### src/rtl/smachine_prog_loader_if.sv
// rtl/smachine_prog_loader_if.sv - byte-stream and instruction-memory write bus for the program loader
// Purpose: groups the loader's byte-stream handshake and its instruction-memory write port.
// Signals:
//   rx_data  [7:0]        incoming byte
//   rx_valid              rx_data is valid
//   rx_ready              loader can accept a byte
//   wr_en                 instruction-memory write strobe
//   wr_addr  [ADDR_W-1:0] write address
//   wr_data  [DATA_W-1:0] write data
// Modports: master = loader side, slave = byte source / memory side.
interface smachine_prog_loader_if #(
  parameter int ADDR_W = 8,
  parameter int DATA_W = 16
);
  logic [7:0]        rx_data;
  logic              rx_valid;
  logic              rx_ready;
  logic              wr_en;
  logic [ADDR_W-1:0] wr_addr;
  logic [DATA_W-1:0] wr_data;

  modport master (
    input  rx_data, rx_valid,
    output rx_ready, wr_en, wr_addr, wr_data
  );

  modport slave (
    output rx_data, rx_valid,
    input  rx_ready, wr_en, wr_addr, wr_data
  );
endinterface

### src/rtl/smachine_prog_loader.sv
// rtl/smachine_prog_loader.sv - S-Machine program loader: byte stream to instruction memory, gates CPU enable
// Purpose: accepts a length byte N (0 = 256), then N big-endian 16-bit words, and writes
// them to instruction memory from address 0; releases cpu_enable once the image is in.
// Optional feature macro: SMACHINE_LOADER_CHECKSUM_EN (trailing XOR checksum byte, ERR state).
// Ports:
//   i_clk, i_rst     clock, asynchronous active-high reset
//   i_start          one-cycle pulse that begins a load (ignored while busy)
//   bus (master)     rx_data/rx_valid/rx_ready byte stream, wr_en/wr_addr/wr_data write port
//   o_cpu_enable     CPU enable, high from the second DONE cycle on
//   o_busy           load in progress
//   o_done           image loaded
//   o_err            checksum mismatch (always 0 without the checksum feature)
module smachine_prog_loader #(
  parameter int ADDR_W = 8,
  parameter int DATA_W = 16
) (
  input  logic                  i_clk,
  input  logic                  i_rst,
  input  logic                  i_start,
  smachine_prog_loader_if.master bus,
  output logic                  o_cpu_enable,
  output logic                  o_busy,
  output logic                  o_done,
  output logic                  o_err
);
  localparam int CNT_W = ADDR_W + 1;

  typedef enum logic [2:0] {
    S_IDLE,
    S_LEN,
    S_HI,
    S_LO,
`ifdef SMACHINE_LOADER_CHECKSUM_EN
    S_CHK,
`endif
    S_DONE,
    S_ERR
  } state_t;

  state_t            r_state;
  state_t            w_state_nx;
  logic [7:0]        r_len;
  logic [CNT_W-1:0]  r_cnt;
  logic [7:0]        r_hi;
  logic              r_wr_en;
  logic [ADDR_W-1:0] r_wr_addr;
  logic [DATA_W-1:0] r_wr_data;
  logic              r_cpu_en;
  logic              w_busy;
  logic              w_acc;
  logic              w_last;
  logic [CNT_W-1:0]  w_cnt_inc;
  logic [CNT_W-1:0]  w_n_full;
`ifdef SMACHINE_LOADER_CHECKSUM_EN
  logic [7:0]        r_sum;
`endif

  always_comb begin
    w_busy = 1'b0;
    case (r_state)
      S_LEN, S_HI, S_LO: w_busy = 1'b1;
`ifdef SMACHINE_LOADER_CHECKSUM_EN
      S_CHK:             w_busy = 1'b1;
`endif
      default:           w_busy = 1'b0;
    endcase
  end

  assign w_acc     = bus.rx_valid && w_busy;
  // The counter is one bit wider than the address so N=0 can mean 256 words.
  assign w_cnt_inc = r_cnt + CNT_W'(1);
  assign w_n_full  = (r_len == 8'd0) ? CNT_W'(256) : CNT_W'(r_len);
  assign w_last    = (w_cnt_inc == w_n_full);

  always_comb begin
    w_state_nx = r_state;
    case (r_state)
      S_IDLE: if (i_start) w_state_nx = S_LEN;
      S_LEN:  if (w_acc) w_state_nx = S_HI;
      S_HI:   if (w_acc) w_state_nx = S_LO;
      S_LO: begin
        if (w_acc) begin
`ifdef SMACHINE_LOADER_CHECKSUM_EN
          w_state_nx = w_last ? S_CHK : S_HI;
`else
          w_state_nx = w_last ? S_DONE : S_HI;
`endif
        end
      end
`ifdef SMACHINE_LOADER_CHECKSUM_EN
      S_CHK:  if (w_acc) w_state_nx = (bus.rx_data == r_sum) ? S_DONE : S_ERR;
`endif
      S_DONE, S_ERR: if (i_start) w_state_nx = S_LEN;
      default: w_state_nx = S_IDLE;
    endcase
  end

  always_ff @(posedge i_clk or posedge i_rst) begin
    if (i_rst) begin
      r_state   <= S_IDLE;
      r_len     <= '0;
      r_cnt     <= '0;
      r_hi      <= '0;
      r_wr_en   <= 1'b0;
      r_wr_addr <= '0;
      r_wr_data <= '0;
      r_cpu_en  <= 1'b0;
    end else begin
      r_state <= w_state_nx;
      // Low on the first DONE cycle (the final write is still on the bus), and
      // dropped on the same edge that leaves DONE.
      r_cpu_en <= (r_state == S_DONE) && (w_state_nx == S_DONE);
      r_wr_en  <= 1'b0;
      if (w_acc) begin
        case (r_state)
          S_LEN: begin
            r_len <= bus.rx_data;
            r_cnt <= '0;
          end
          S_HI: r_hi <= bus.rx_data;
          S_LO: begin
            r_wr_en   <= 1'b1;
            r_wr_addr <= r_cnt[ADDR_W-1:0];
            r_wr_data <= DATA_W'({r_hi, bus.rx_data});
            r_cnt     <= w_cnt_inc;
          end
          default: ;
        endcase
      end
    end
  end

`ifdef SMACHINE_LOADER_CHECKSUM_EN
  // Running XOR seeded by the length byte; the CHK byte itself is folded in too,
  // which is harmless because the comparison uses the pre-update value.
  always_ff @(posedge i_clk or posedge i_rst) begin
    if (i_rst) begin
      r_sum <= '0;
    end else if (w_acc) begin
      r_sum <= (r_state == S_LEN) ? bus.rx_data : (r_sum ^ bus.rx_data);
    end
  end
  assign o_err = (r_state == S_ERR);
`else
  assign o_err = 1'b0;
`endif

  assign bus.rx_ready = w_busy;
  assign bus.wr_en    = r_wr_en;
  assign bus.wr_addr  = r_wr_addr;
  assign bus.wr_data  = r_wr_data;
  assign o_busy       = w_busy;
  assign o_done       = (r_state == S_DONE);
  assign o_cpu_enable = r_cpu_en;
endmodule

### src/flat_wrapper.sv
// flat-port wrapper written by rule: the top's interface ports become plain ports
module smachine_prog_loader_flat 
#(
  parameter int ADDR_W = 8,
  parameter int DATA_W = 16
)
  (i_clk, i_rst, i_start, o_cpu_enable, o_busy, o_done, o_err, bus_rx_data, bus_rx_valid, bus_rx_ready, bus_wr_en, bus_wr_addr, bus_wr_data);
  smachine_prog_loader_if #(.ADDR_W(ADDR_W), .DATA_W(DATA_W)) bus_i ();
  input  logic i_clk;
  input  logic i_rst;
  input  logic i_start;
  output logic o_cpu_enable;
  output logic o_busy;
  output logic o_done;
  output logic o_err;
  input wire logic [$bits(bus_i.rx_data)-1:0] bus_rx_data;
  input wire logic [$bits(bus_i.rx_valid)-1:0] bus_rx_valid;
  output wire logic [$bits(bus_i.rx_ready)-1:0] bus_rx_ready;
  output wire logic [$bits(bus_i.wr_en)-1:0] bus_wr_en;
  output wire logic [$bits(bus_i.wr_addr)-1:0] bus_wr_addr;
  output wire logic [$bits(bus_i.wr_data)-1:0] bus_wr_data;
  assign bus_i.rx_data = bus_rx_data;
  assign bus_i.rx_valid = bus_rx_valid;
  assign bus_rx_ready = bus_i.rx_ready;
  assign bus_wr_en = bus_i.wr_en;
  assign bus_wr_addr = bus_i.wr_addr;
  assign bus_wr_data = bus_i.wr_data;
  smachine_prog_loader #(.ADDR_W(ADDR_W), .DATA_W(DATA_W)) u_core (.i_clk(i_clk), .i_rst(i_rst), .i_start(i_start), .bus(bus_i), .o_cpu_enable(o_cpu_enable), .o_busy(o_busy), .o_done(o_done), .o_err(o_err));
endmodule
### config.mk
export PLATFORM = sky130hd
export DESIGN_NAME = smachine_prog_loader_flat
export DESIGN_NICKNAME = d
export VERILOG_FILES = /design/src/rtl/smachine_prog_loader_if.sv /design/src/rtl/smachine_prog_loader.sv /design/src/flat_wrapper.sv
export SDC_FILE = /design/constraint.sdc
export NUM_CORES = 1
export LEC_CHECK = 0
export ABC_AREA = 1
export CORE_MARGIN = 2
export CORE_UTILIZATION = 52
export CTS_BUF_LIST = sky130_fd_sc_hd__clkbuf_2 sky130_fd_sc_hd__clkbuf_4 sky130_fd_sc_hd__clkbuf_8
export DETAILED_ROUTE_END_ITERATION = 6
export DONT_BUFFER_PORTS = 1
export GPL_ROUTABILITY_DRIVEN = 0
export GPL_TIMING_DRIVEN = 0
export PLACE_DENSITY_LB_ADDON = 0.08
export SLEW_MARGIN = 20
export SYNTH_ARGS = -nofsm -noshare
export SYNTH_HDL_FRONTEND = slang
export SYNTH_SLANG_ARGS = --single-unit
### constraint.sdc
create_clock -name i_clk -period 1.5 [get_ports i_clk]
set_input_delay 0.3 -clock i_clk [delete_from_list [all_inputs] [get_ports i_clk]]
set_output_delay 0.3 -clock i_clk [all_outputs]
set_load 0.05 [all_outputs]
==> results.md, run 1 <==
* Status: finished with violations
* Violated checks: setup timing
* Net count reported at finish at 315
* Floorplan Core Area at 0.004661 mm2
* Global route total overflow at 0
* Global-route wire length before repair at 8728 um
* HPWL Detailed at 3607 um
* DRT Pass-1 Iters at 4
* Ordered list of cells on the worst path: inv_2, buf_4, nor3_4
* Most used standard cells in the synthesized netlist: nand2_1 (91), dfrtp_1 (54), inv_1 (31)
* Pre-CTS setup slack at -0.2050 ns
* Post-synth top area cell: dfrtp_1
* Worst path setup slack after routing at -0.1392 ns
* Worst min-delay path endpoint: u_core.r_state[2]
* Cell Area, Synth at 0.002476 mm2
* Area growth from synthesis to layout at 16.93%
* Share of final-layout standard cells stronger than drive strength 1 at between 20% and 30%
* Area occupied by multi-input gates at 0.001022 mm2
* Capture instance of the worst register-to-register path: u_core.r_state[1]
* Placement-stage cell area at ~0.0026 mm2
* Clock transition at the registers of the reported paths at roughly 0.090 ns
* Register bit total from synthesis at 54
* Area of all placed cells without fillers at ~0.0029 mm2
* Synthesized area per cell at just under 9 um2
* Maximum number of pins on one net before global-route repair at 35
* Net count of the mapped netlist at 298
* Total number of H-tree levels at 2
* Number of slew-limit violations in the final report at 0
* Share of the cycle needed by the critical path after routing at 109.3%
* Wire length per cell after detailed routing at 14.85 um
* RSZ-0062 raised after global routing: true
* Power density over cell area at 2304 mW/mm2
* Post-synth top area share at a little over half
* Cell count along the critical path at 3
* Number of hold-slack violations in the final timing report at 0
* Post-route core utilization at between 60 and 70%
* Starting density of the core at 53.13%
* Headroom to the max-slew limit at about three fifths
* Drt via density at between 5 and 6
* Maximum cell stage delay along the critical path at roughly 0.44 ns
* # DRC at 0
* Max-cap viol count at 0
* Die extent in y at 73.01 um
* Number of clock sinks at 54
* Worst IR drop on VDD at 1128 uV
* Worst path buffer plus inverter count at 2
* Number of cells on the worst reg-to-reg path at 8
* Initial antenna violation count at 0
* Number of diodes at 0
* Remaining number of nets flagged by the antenna check after routing at 0
* Register area at 0.001356 mm2
* Slowest CP cell: nor3_4
* Static leakage at roughly 1.4 nW
* Type of element launching the critical path: flop
* Pin slew with the least headroom to its limit at 0.5695 ns
* Worst-Skew Late Latency at 0.32 ns
* Kind of critical path: reg -> out
* Cells after Synth at ~290
* Final-report setup violation count at 4
* Required time at the endpoint of the critical path at 1.20 ns
* Die Span X at 73.01 um
* Number of flops mapped to enable cells by yosys at 0
* Synth Warn # at 0
* Count of filler cells inserted in the layout at 398
* Reg2Reg Setup Slack at -0.06 ns
* Total Routing Usage GR at between 20% and 30%
* Async set-reset flop share out of synthesis at 100.0%
* Number of buffers inserted during clock tree synthesis at 5
* I/O pin count at 42
* I/O Buffers at 0
* Fmax at between 600 and 700 MHz
* Dominant cell by count in the synthesized netlist: nand2_1
* Min-Delay Path Depth at 2
* Vias in the first global route at 1839
* Post-synth top flop: dfrtp_1
* Min-Delay Startpoint: i_start
* Largest delay share family, worst path: simple AND/OR/NAND/NOR gates
* Post-synthesis sequential area ratio at 54.57%
* WP data arrival at 1.34 ns
* Floorplan row count at 25
* Clock skew at 0.009272 ns
* CTS Root Cell: clkbuf_8
* Clock tree from TritonCTS: done
* Largest cells by area after synthesis: dfrtp_1 (55%), nand2_1 (14%), o21ai_0 (6.1%), inv_1 (4.7%), nand3_1 (3.4%)
* Netlist cell types at 33
* Number of buffers on the longest clock path at 2
* Maximum fanout encountered on the critical timing path at 4
* Initial DRC count at between 80 and 90
* Tightest Hold Check Type: in -> reg
* Post-layout minimum cycle time at 1.639 ns
* Drt total wl at 5301 um
* Startpoint of the most critical register-to-register path: u_core.r_cnt[1]
* Critical path endpoint category: primary output
* Die footprint at 0.005330 mm2
* Number of vias in the routed layout at roughly 1900
[flip-flops by register name (all words and copies together), names as in the netlist]
name and cells:
u_core.bus.wr_data 16, u_core.r_cnt 9, u_core.o_cpu_enable 1, u_core.bus.wr_addr 8, u_core.r_state 3, u_core.r_hi 8
u_core.bus.wr_en 1, u_core.r_len 8
[routing by layer]
| metal | part of all wire [%] | vias to the layer above | GRT usage, % |
|---|---|---|---|
| met4 | 1.5 | 0 | 8.025 |
| li1 | - | 941 | - |
| met1 | 46 | 902 | 28.90 |
| met3 | 4.2 | 5 | 5.249 |
| met2 | 49 | 39 | 34.73 |
| met5 | 0 | - | 0 |
[worst register-to-register path: cells and delay by family (launching register included)]
| family | cells | cell delay (ns) |
|---|---|---|
| flops | 1 | 0.43 |
| fa+ha+maj | 1 | 0.30 |
| simple gates | 6 | 0.61 |
| xor+xnor | 1 | 0.11 |
[worst max path at each step]
stage	start	endpoint	slack, ns
5_1_grt	u_core.r_state[2]	o_done	-0.19
2_1_floorplan	u_core.r_state[2]	o_busy	-0.0004
4_1_cts	u_core.r_state[2]	o_done	-0.14
6_report	u_core.r_state[2]	o_done	-0.14
3_3_place_gp	u_core.r_cnt[0]	u_core.r_state[1]	-0.17
3_5_place_dp	u_core.r_cnt[0]	u_core.r_state[1]	-0.20
[report_power, final]
part / switching (mW) / total (mW) / internal [mW]
logic: 1.19 / 2.07 / 0.880
clock network: 0.496 / 0.997 / 0.501
registers: 1.56 / 3.60 / 2.04
total: 3.25 / 6.67 / 3.42
[area by class of cell]
cell class / count / share of cell area (%)
sequential: 54 / 46.85
multi-input combinational: 188 / 35.31
inverter: 33 / 4.581
timing repair buffer: 10 / 3.976
buffer: 10 / 3.068
clock buffer: 5 / 2.377
tap: 54 / 2.334
clock inverter: 3 / 1.513
[placed cells by master, fill, tap and decap left out, types with 4 or more instances in the layout]
master and instances:
nand2_2 4, o21ai_2 8, nand4_1 6, buf_4 7, inv_1 27, nand2_4 6, nand2_1 85, dfrtp_2 4
clkbuf_8 5, nor2_1 9, nand3_1 16, o21ai_0 30, dfrtp_1 50
[per-stage QoR]
step                      instances  hold slack, ns  total power [mW]  setup TNS, ns
final                           357          0.1435             6.670        -0.3131
after floorplan                 285          0.3678             4.828     -0.0004199
after global routing            357          0.1383             7.133        -0.7627
after CTS                       354          0.1421             6.552        -0.2790
after global placement          339          0.4592             5.250         -2.278
after detailed placement        340          0.2138             5.300         -2.764
[timing repair]
| action | in CTS | in global routing |
|---|---|---|
| gates resized for setup | 18 | 25 |
| pin swaps | 1 | 7 |
| cloned | 0 | 1 |
| endpoints found under the hold margin | 20 | 0 |
| hold buffers | 1 | 0 |
| buffers inserted | 5 | 2 |
| setup endpoints to repair | 52 | 43 |
[kinds of logic (layout without fill, tap and decap cells)]
kind of cell,Yosys count,count (layout),share of synthesized area (%)
simple gates,138,138,24.56
flops,54,54,54.57
compound gates,45,45,10.66
buf+inv,43,61,7.933
xor+xnor,3,3,1.617
fa+ha+maj,1,1,0.5052
other cells,1,1,0.1514
Note: power is estimated with default switching activity, not from simulation.
==> inputs of run 2 (changes only) <==
--- a/config.mk
+++ b/config.mk
@@ -5,7 +5,6 @@
 export SDC_FILE = /design/constraint.sdc
 export NUM_CORES = 1
 export LEC_CHECK = 0
-export ABC_AREA = 1
 export CORE_MARGIN = 2
 export CORE_UTILIZATION = 52
 export CTS_BUF_LIST = sky130_fd_sc_hd__clkbuf_2 sky130_fd_sc_hd__clkbuf_4 sky130_fd_sc_hd__clkbuf_8
==> results.md, run 2 <==
* Ordered list of cells on the worst path: ha_4, and2_4, nor2b_4, o311a_1, o2111ai_4, a2bb2oi_2 (was inv_2, buf_4, nor3_4)
* Drt total wl at 5893 um (was 5301 um)
* CTS Root Cell: clkbuf_8 (unchanged)
* Floorplan row count at 25 (unchanged)
* Global route total overflow at 0 (unchanged)
* Final-report setup violation count at 11 (was 4)
* Slowest CP cell: dfrtp_2 (was nor3_4)
* Number of hold-slack violations in the final timing report at 0 (unchanged)
* Required time at the endpoint of the critical path at 1.74 ns (was 1.20 ns)
* Hold Worst Slack at 0.08944 ns (was 0.1435 ns)
* DRT Pass-1 Iters at 4 (unchanged)
* I/O Buffers at 0 (unchanged)
* Register bit total from synthesis at 54 (unchanged)
* Maximum cell stage delay along the critical path at 0.45 ns (was 0.44 ns)
* Cell Area, Synth at 0.002485 mm2 (was 0.002476 mm2)
* I/O pin count at 42 (unchanged)
* Post-synth top area cell: dfrtp_1 (unchanged)
* Post-synthesis sequential area ratio at 54.38% (was 54.57%)
* Drt via density at 5.634 (was 5.286)
* Number of diodes at 0 (unchanged)
* Net count of the mapped netlist at 256 (was 298)
* Number of cells on the worst reg-to-reg path at 6 (was 8)
* Sum Neg Setup Slack at -0.6394 ns (was -0.3131 ns)
* # DRC at 0 (unchanged)
* HPWL Detailed at 3470 um (was 3607 um)
* Count of filler cells inserted in the layout at 325 (was 398)
* Maximum fanout encountered on the critical timing path at 3 (was 4)
* Die extent in y at 73.13 um (was 73.01 um)
* Largest delay share family, worst path: compound AO/OA/AOI/OAI gates (was simple AND/OR/NAND/NOR gates)
* Most common cell after layout, fill and taps aside: nand2_1 (unchanged)
* Number of buffers on the longest clock path at 2 (unchanged)
* Tightest Hold Check Type: in -> reg (unchanged)
* Netlist cell types at 46 (was 33)
* Power density over cell area at 1981 mW/mm2 (was 2304 mW/mm2)
* Async set-reset flop share out of synthesis at 100.0% (unchanged)
* Number of slew-limit violations in the final report at 0 (unchanged)
* Floorplan Core Area at 0.004661 mm2 (unchanged)
* Global-route wire length before repair at 8721 um (was 8728 um)
* Min-Delay Path Depth at 2 (unchanged)
* Maximum number of pins on one net before global-route repair at 31 (was 35)
* Die Span X at 73.13 um (was 73.01 um)
* Total Routing Usage GR at 21.54% (was 21.80%)
* Max-cap viol count at 0 (unchanged)
* Number of vias in the routed layout at 1848 (was 1887)
* Pre-CTS setup slack at -0.1825 ns (was -0.2050 ns)
* Worst IR drop on VDD at 1211 uV (was 1128 uV)
* Power, Total at 6.357 mW (was 6.670 mW)
* Cell count along the critical path at 6 (was 3)
* Worst path buffer plus inverter count at 0 (was 2)
* Area occupied by multi-input gates at 0.001294 mm2 (was 0.001022 mm2)
* Post-synth top area share at 54.38% (was 54.57%)
* Status: finished with violations (unchanged)
* Synth Warn # at 0 (unchanged)
* Clock skew at 0.009668 ns (was 0.009272 ns)
* Met3 usage at 4.834% (was 5.249%)
* Critical path endpoint category: flop (was primary output)
* Flip-flop count of the largest register after layout at 16 (unchanged)
* Die footprint at 0.005347 mm2 (was 0.005330 mm2)
* Post-synth top flop: dfrtp_1 (unchanged)
* Register area at 0.001359 mm2 (was 0.001356 mm2)
* WP data arrival at 1.94 ns (was 1.34 ns)
* Total number of H-tree levels at 2 (unchanged)
* Wire length per cell after detailed routing at 17.97 um (was 14.85 um)
* Met2 demand-to-capacity share in global routing at 34.13% (was 34.73%)
* Area growth from synthesis to layout at 29.15% (was 16.93%)
* Headroom to the max-slew limit at 61.84% (was 61.91%)
* Static leakage at 1.480 nW (was 1.449 nW)
* Synthesized area per cell at 10.23 um2 (was 8.688 um2)
* Clock transition at the registers of the reported paths at 0.10 ns (was 0.09 ns)
* Final Instance Count excl. Fillers at 328 (was 357)
* Placed cell count at 298 (was 340)
* Starting density of the core at 53.32% (was 53.13%)
* Cells after Synth at 243 (was 285)
* Net count reported at finish at 287 (was 315)
* Worst-Skew Late Latency at 0.31 ns (was 0.32 ns)
* Number of buffers inserted during clock tree synthesis at 5 (unchanged)
* Share of final-layout standard cells stronger than drive strength 1 at 36.50% (was 21.12%)
* Share of the cycle needed by the critical path after routing at 113.1% (was 109.3%)
* Violated checks: setup timing (unchanged)
* Initial antenna violation count at 0 (unchanged)
* RSZ-0062 raised after global routing: true (unchanged)
* Clock tree from TritonCTS: done (unchanged)
* Most used standard cells in the synthesized netlist: nand2_1 (80), dfrtp_1 (54), mux2_2 (16) (was nand2_1 (91), dfrtp_1 (54), inv_1 (31))
* Dominant cell by count in the synthesized netlist: nand2_1 (unchanged)
* Type of element launching the critical path: flop (unchanged)
* Busiest layer in global routing: met2 (unchanged)
* Number of flops mapped to enable cells by yosys at 0 (unchanged)
* Most used cells in the layout excluding fill and tap cells: nand2_1 (77), dfrtp_1 (48), buf_4 (24) (was nand2_1 (85), dfrtp_1 (50), o21ai_0 (30))
* Pin slew with the least headroom to its limit at 0.5712 ns (was 0.5695 ns)
* Largest cells by area after synthesis: dfrtp_1 (54%), nand2_1 (12%), mux2_2 (7.3%), o21ai_0 (1.8%), xnor2_1 (1.8%) (was dfrtp_1 (55%), nand2_1 (14%), o21ai_0 (6.1%), inv_1 (4.7%), nand3_1 (3.4%))
* Post-layout minimum cycle time at 1.696 ns (was 1.639 ns)
* Fmax at 589.5 MHz (was 610.1 MHz)
* Vias in the first global route at 1762 (was 1839)
* Worst path setup slack after routing at -0.1964 ns (was -0.1392 ns)
* Met1 global-route usage at 29.14% (was 28.90%)
* Initial DRC count at 85 (was 83)
* Kind of critical path: reg -> reg (was reg -> out)
* Number of clock sinks at 54 (unchanged)
* Remaining number of nets flagged by the antenna check after routing at 0 (unchanged)
[run 2: cell count changes after synthesis, moves of 4 or more]
cell | previous run | this run
mux2_2 | 0 | 16
buf_2 | 1 | 5
nand2_1 | 91 | 80
o21ai_2 | 8 | 0
o21ai_0 | 30 | 9
xnor2_1 | 1 | 5
nand4_1 | 6 | 0
a22o_1 | 0 | 4
nand3_1 | 17 | 4
inv_1 | 31 | 2
[run 2: layout make-up]
type                       count  share of cell area, %
sequential                    54                  42.34
multi-input combinational    171                  40.31
timing repair buffer          25                  7.329
buffer                        14                  3.782
clock buffer                   6                  2.573
tap                           54                  2.105
clock inverter                 1                 0.9357
inverter                       3                 0.6238
[run 2: timing repair]
| action | 4_1_cts | 5_1_grt |
|---|---|---|
| hold endpoints to repair | 24 | 0 |
| hold buffers | 1 | 0 |
| pin swaps | 10 | 9 |
| endpoints found under the setup margin | 48 | 47 |
| buffers inserted | 14 | 9 |
| gates resized for setup | 32 | 42 |
[run 2: power by group]
group / internal, mW / total [mW] / switching, mW
Sequential: 1.98 / 3.31 / 1.34
Combinational: 1.06 / 2.04 / 0.971
Clock: 0.535 / 1.01 / 0.474
[run 2: path summary, 6_finish.rpt]
path,start,end,slack (ns)
min in group asynchronous,i_rst,u_core.bus.wr_data[15],0.52
max in group asynchronous,i_rst,u_core.r_state[0],0.44
worst max-delay path,u_core.r_cnt[1],u_core.r_state[1],-0.20
worst min register to register,u_core.r_hi[7],u_core.bus.wr_data[15],0.47
worst min-delay path,bus_rx_data[0],u_core.bus.wr_data[0],0.09
worst max register to register,u_core.r_cnt[1],u_core.r_state[1],-0.20
[run 2: logic make-up after synthesis]
group / count (synthesis) / synth area share, %
other: 1 / 0.1509
and+or+nand+nor: 116 / 21.35
xor gates and xnor gates: 9 / 3.726
AOI/OAI and AO/OA: 27 / 8.257
DFF: 54 / 54.38
buffers and inverters: 18 / 3.927
adders and majority gates: 1 / 0.5034
muxes: 17 / 7.704
[run 2: layer usage]
metal / vias to the layer above / share of wire (%)
met2: 57 / 49
met1: 919 / 45
met3: 11 / 4.7
met4: 0 / 1.7
li1: 861 / -
met5: - / 0
[run 2: per-stage QoR]
stage	util, %	instance area [um2]
2_1_floorplan	-	2522
3_5_place_dp	56.00	2610
5_1_grt	68.86	3209
4_1_cts	63.11	2942
6_report	68.86	3209
3_3_place_gp	55.57	2590
==> inputs of run 3 (changes only) <==
==> constraint.sdc (replaced) <==
create_clock -name i_clk -period 1.5 [get_ports i_clk]
set_input_delay 0.225 -clock i_clk [delete_from_list [all_inputs] [get_ports i_clk]]
set_output_delay 0.225 -clock i_clk [all_outputs]
set_load 0.05 [all_outputs]
==> results.md, run 3 (synthesized netlist as in run 2, its figures left out) <==
* Number of diodes at 0 (unchanged)
* Capturing instance or port of the critical path: u_core.r_state[1] (unchanged)
* Clock skew at 0.006723 ns (was 0.009668 ns)
* Number of hold-slack violations in the final timing report at 0 (unchanged)
* Met3 WL post-DR at 250 um (was 276 um)
* Slowest CP cell: dfrtp_2 (unchanged)
* Share of final-layout standard cells stronger than drive strength 1 at 35.79% (was 36.50%)
* Number of buffers inserted during clock tree synthesis at 5 (unchanged)
* Ordered list of cells on the worst path: ha_4, and2_4, nor2b_4, o311a_1, o2111ai_4, a2bb2oi_2 (unchanged)
* Pin slew with the least headroom to its limit at 0.5692 ns (was 0.5712 ns)
* CTS Root Cell: clkbuf_8 (unchanged)
* Total Routing Usage GR at 21.42% (was 21.54%)
* Worst IR drop on VDD at 1211 uV (about the same)
* Die Span X at 73.13 um (unchanged)
* Power, Total at 6.328 mW (was 6.357 mW)
* Die footprint at 0.005347 mm2 (unchanged)
* Count of filler cells inserted in the layout at 332 (was 325)
* Kind of critical path: reg -> reg (unchanged)
* Power density over cell area at 1980 mW/mm2 (was 1981 mW/mm2)
* Sum of met2 wire segment lengths after detailed routing at 2827 um (was 2865 um)
* Tightest Hold Check Type: in -> reg (unchanged)
* Floorplan Core Area at 0.004661 mm2 (unchanged)
* Post-layout minimum cycle time at 1.707 ns (was 1.696 ns)
* Initial DRC count at 88 (was 85)
* Drt via density at 5.554 (was 5.634)
* Maximum number of pins on one net before global-route repair at 31 (unchanged)
* Area growth from synthesis to layout at 28.65% (was 29.15%)
* I/O pin count at 42 (unchanged)
* Clock tree from TritonCTS: done (unchanged)
* Net count reported at finish at 284 (was 287)
* Startpoint of the most critical register-to-register path: u_core.r_cnt[1] (unchanged)
* WP data arrival at 1.94 ns (about the same)
* DRT Pass-1 Iters at 4 (unchanged)
* Register area at 0.001358 mm2 (was 0.001359 mm2)
* Number of cells on the worst reg-to-reg path at 6 (unchanged)
* Starting density of the core at 53.32% (unchanged)
* Area occupied by multi-input gates at 0.001297 mm2 (was 0.001294 mm2)
* Drt total wl at 5893 um (unchanged)
* Most common cell after layout, fill and taps aside: nand2_1 (unchanged)
* Flip-flop count of the largest register after layout at 16 (unchanged)
* Global-route wire length before repair at 8652 um (was 8721 um)
* Pre-CTS setup slack at -0.1825 ns (unchanged)
* Status: finished with violations (unchanged)
* Type of element launching the critical path: flop (unchanged)
* Highest Signal Layer: met4 (unchanged)
* Final-report setup violation count at 11 (unchanged)
* Headroom to the max-slew limit at 61.97% (was 61.84%)
* Remaining number of nets flagged by the antenna check after routing at 0 (unchanged)
* Die extent in y at 73.13 um (unchanged)
* Clock transition at the registers of the reported paths at 0.10 ns (about the same)
* Most used cells in the layout excluding fill and tap cells: nand2_1 (77), dfrtp_1 (49), buf_4 (20) (was nand2_1 (77), dfrtp_1 (48), buf_4 (24))
* Number of vias in the routed layout at 1805 (was 1848)
* Number of slew-limit violations in the final report at 0 (unchanged)
* Total number of H-tree levels at 2 (unchanged)
* Capture instance of the worst register-to-register path: u_core.r_state[1] (unchanged)
* Max-cap viol count at 0 (unchanged)
* HPWL Detailed at 3470 um (unchanged)
* Critical path endpoint category: flop (unchanged)
* Number of clock sinks at 54 (unchanged)
* Metal1 wirelength at 2705 um (was 2649 um)
* Floorplan row count at 25 (unchanged)
* Vias in the first global route at 1739 (was 1762)
* # DRC at 0 (unchanged)
* Source of the critical timing path: u_core.r_cnt[1] (unchanged)
* Maximum cell stage delay along the critical path at 0.45 ns (about the same)
* Worst path setup slack after routing at -0.2075 ns (was -0.1964 ns)
* Global route total overflow at 0 (unchanged)
* Reg2Reg Setup Slack at -0.21 ns (was -0.20 ns)
* Maximum fanout encountered on the critical timing path at 3 (unchanged)
* Static leakage at 1.472 nW (was 1.480 nW)
* RSZ-0062 raised after global routing: true (unchanged)
* Wire length per cell after detailed routing at 18.13 um (was 17.97 um)
* Worst-Skew Late Latency at 0.31 ns (about the same)
* Fmax at 585.7 MHz (was 589.5 MHz)
* I/O Buffers at 0 (unchanged)
* Required time at the endpoint of the critical path at 1.73 ns (was 1.74 ns)
* Violated checks: setup timing (unchanged)
* Initial antenna violation count at 0 (unchanged)
* Number of buffers on the longest clock path at 2 (unchanged)
* Share of the cycle needed by the critical path after routing at 113.8% (was 113.1%)
[run 3: worst min-delay path by stage]
| stage | from | end | cells past startpoint |
|---|---|---|---|
| 2_1_floorplan | i_rst | u_core.bus.wr_addr[0] | 1 |
| 3_5_place_dp | i_rst | u_core.bus.wr_data[9] | 1 |
| 4_1_cts | bus_rx_data[0] | u_core.bus.wr_data[0] | 2 |
| 3_3_place_gp | bus_rx_data[1] | u_core.bus.wr_data[1] | 2 |
| 6_report | bus_rx_data[0] | u_core.bus.wr_data[0] | 2 |
| 5_1_grt | bus_rx_data[3] | u_core.bus.wr_data[3] | 2 |
[run 3: critical path: cells and delay by family (launching register included)]
kind	cells	cell delay (ns)
DFF	1	0.45
AOI/OAI and AO/OA	3	0.75
adders and majority gates	1	0.18
and+or+nand+nor	2	0.26
[run 3: power by group]
part           internal (mW)  switching (mW)  leakage [nW]  total, mW
registers               1.98            1.35         0.652       3.32
clock network          0.535           0.467        0.0573       1.00
logic                   1.04           0.961         0.763       2.00
[run 3: timing repair]
item	in CTS	in global routing
endpoints found under the hold margin	24	0
setup endpoints to repair	48	46
cloned	0	0
hold buffers	1	0
resized for setup	35	41
pin swaps	11	8
buffers inserted	11	8
[run 3: per-stage QoR]
stage / setup TNS, ns / std cells / utilization [%] / hold slack [ns] / cell area, um2
after global placement: -4.825 / 297 / 55.57 / 0.3342 / 2590
after global routing: -1.071 / 325 / 68.59 / 0.01717 / 3197
after CTS: -1.167 / 317 / 62.98 / 0.01174 / 2935
after detailed placement: -4.764 / 298 / 56.00 / 0.1800 / 2610
after floorplan: -0.1065 / 243 / - / 0.2927 / 2522
final: -0.5986 / 325 / 68.59 / 0.01511 / 3197
[run 3: cell type report]
cell class	count	area share, %
Buffer	15	4.266
Clock inverter	1	0.9393
Sequential cell	54	42.47
Inverter	3	0.6262
Multi-Input combinational cell	171	40.59
Tap cell	54	2.114
Clock buffer	6	2.583
Timing Repair Buffer	21	6.419
[run 3: routing by layer]
| metal | GRT usage (%) | up-vias |
|---|---|---|
| met3 | 4.834 | 11 |
| li1 | - | 855 |
| met1 | 29.05 | 896 |
| met5 | 0 | - |
| met2 | 33.83 | 43 |
| met4 | 7.613 | 0 |
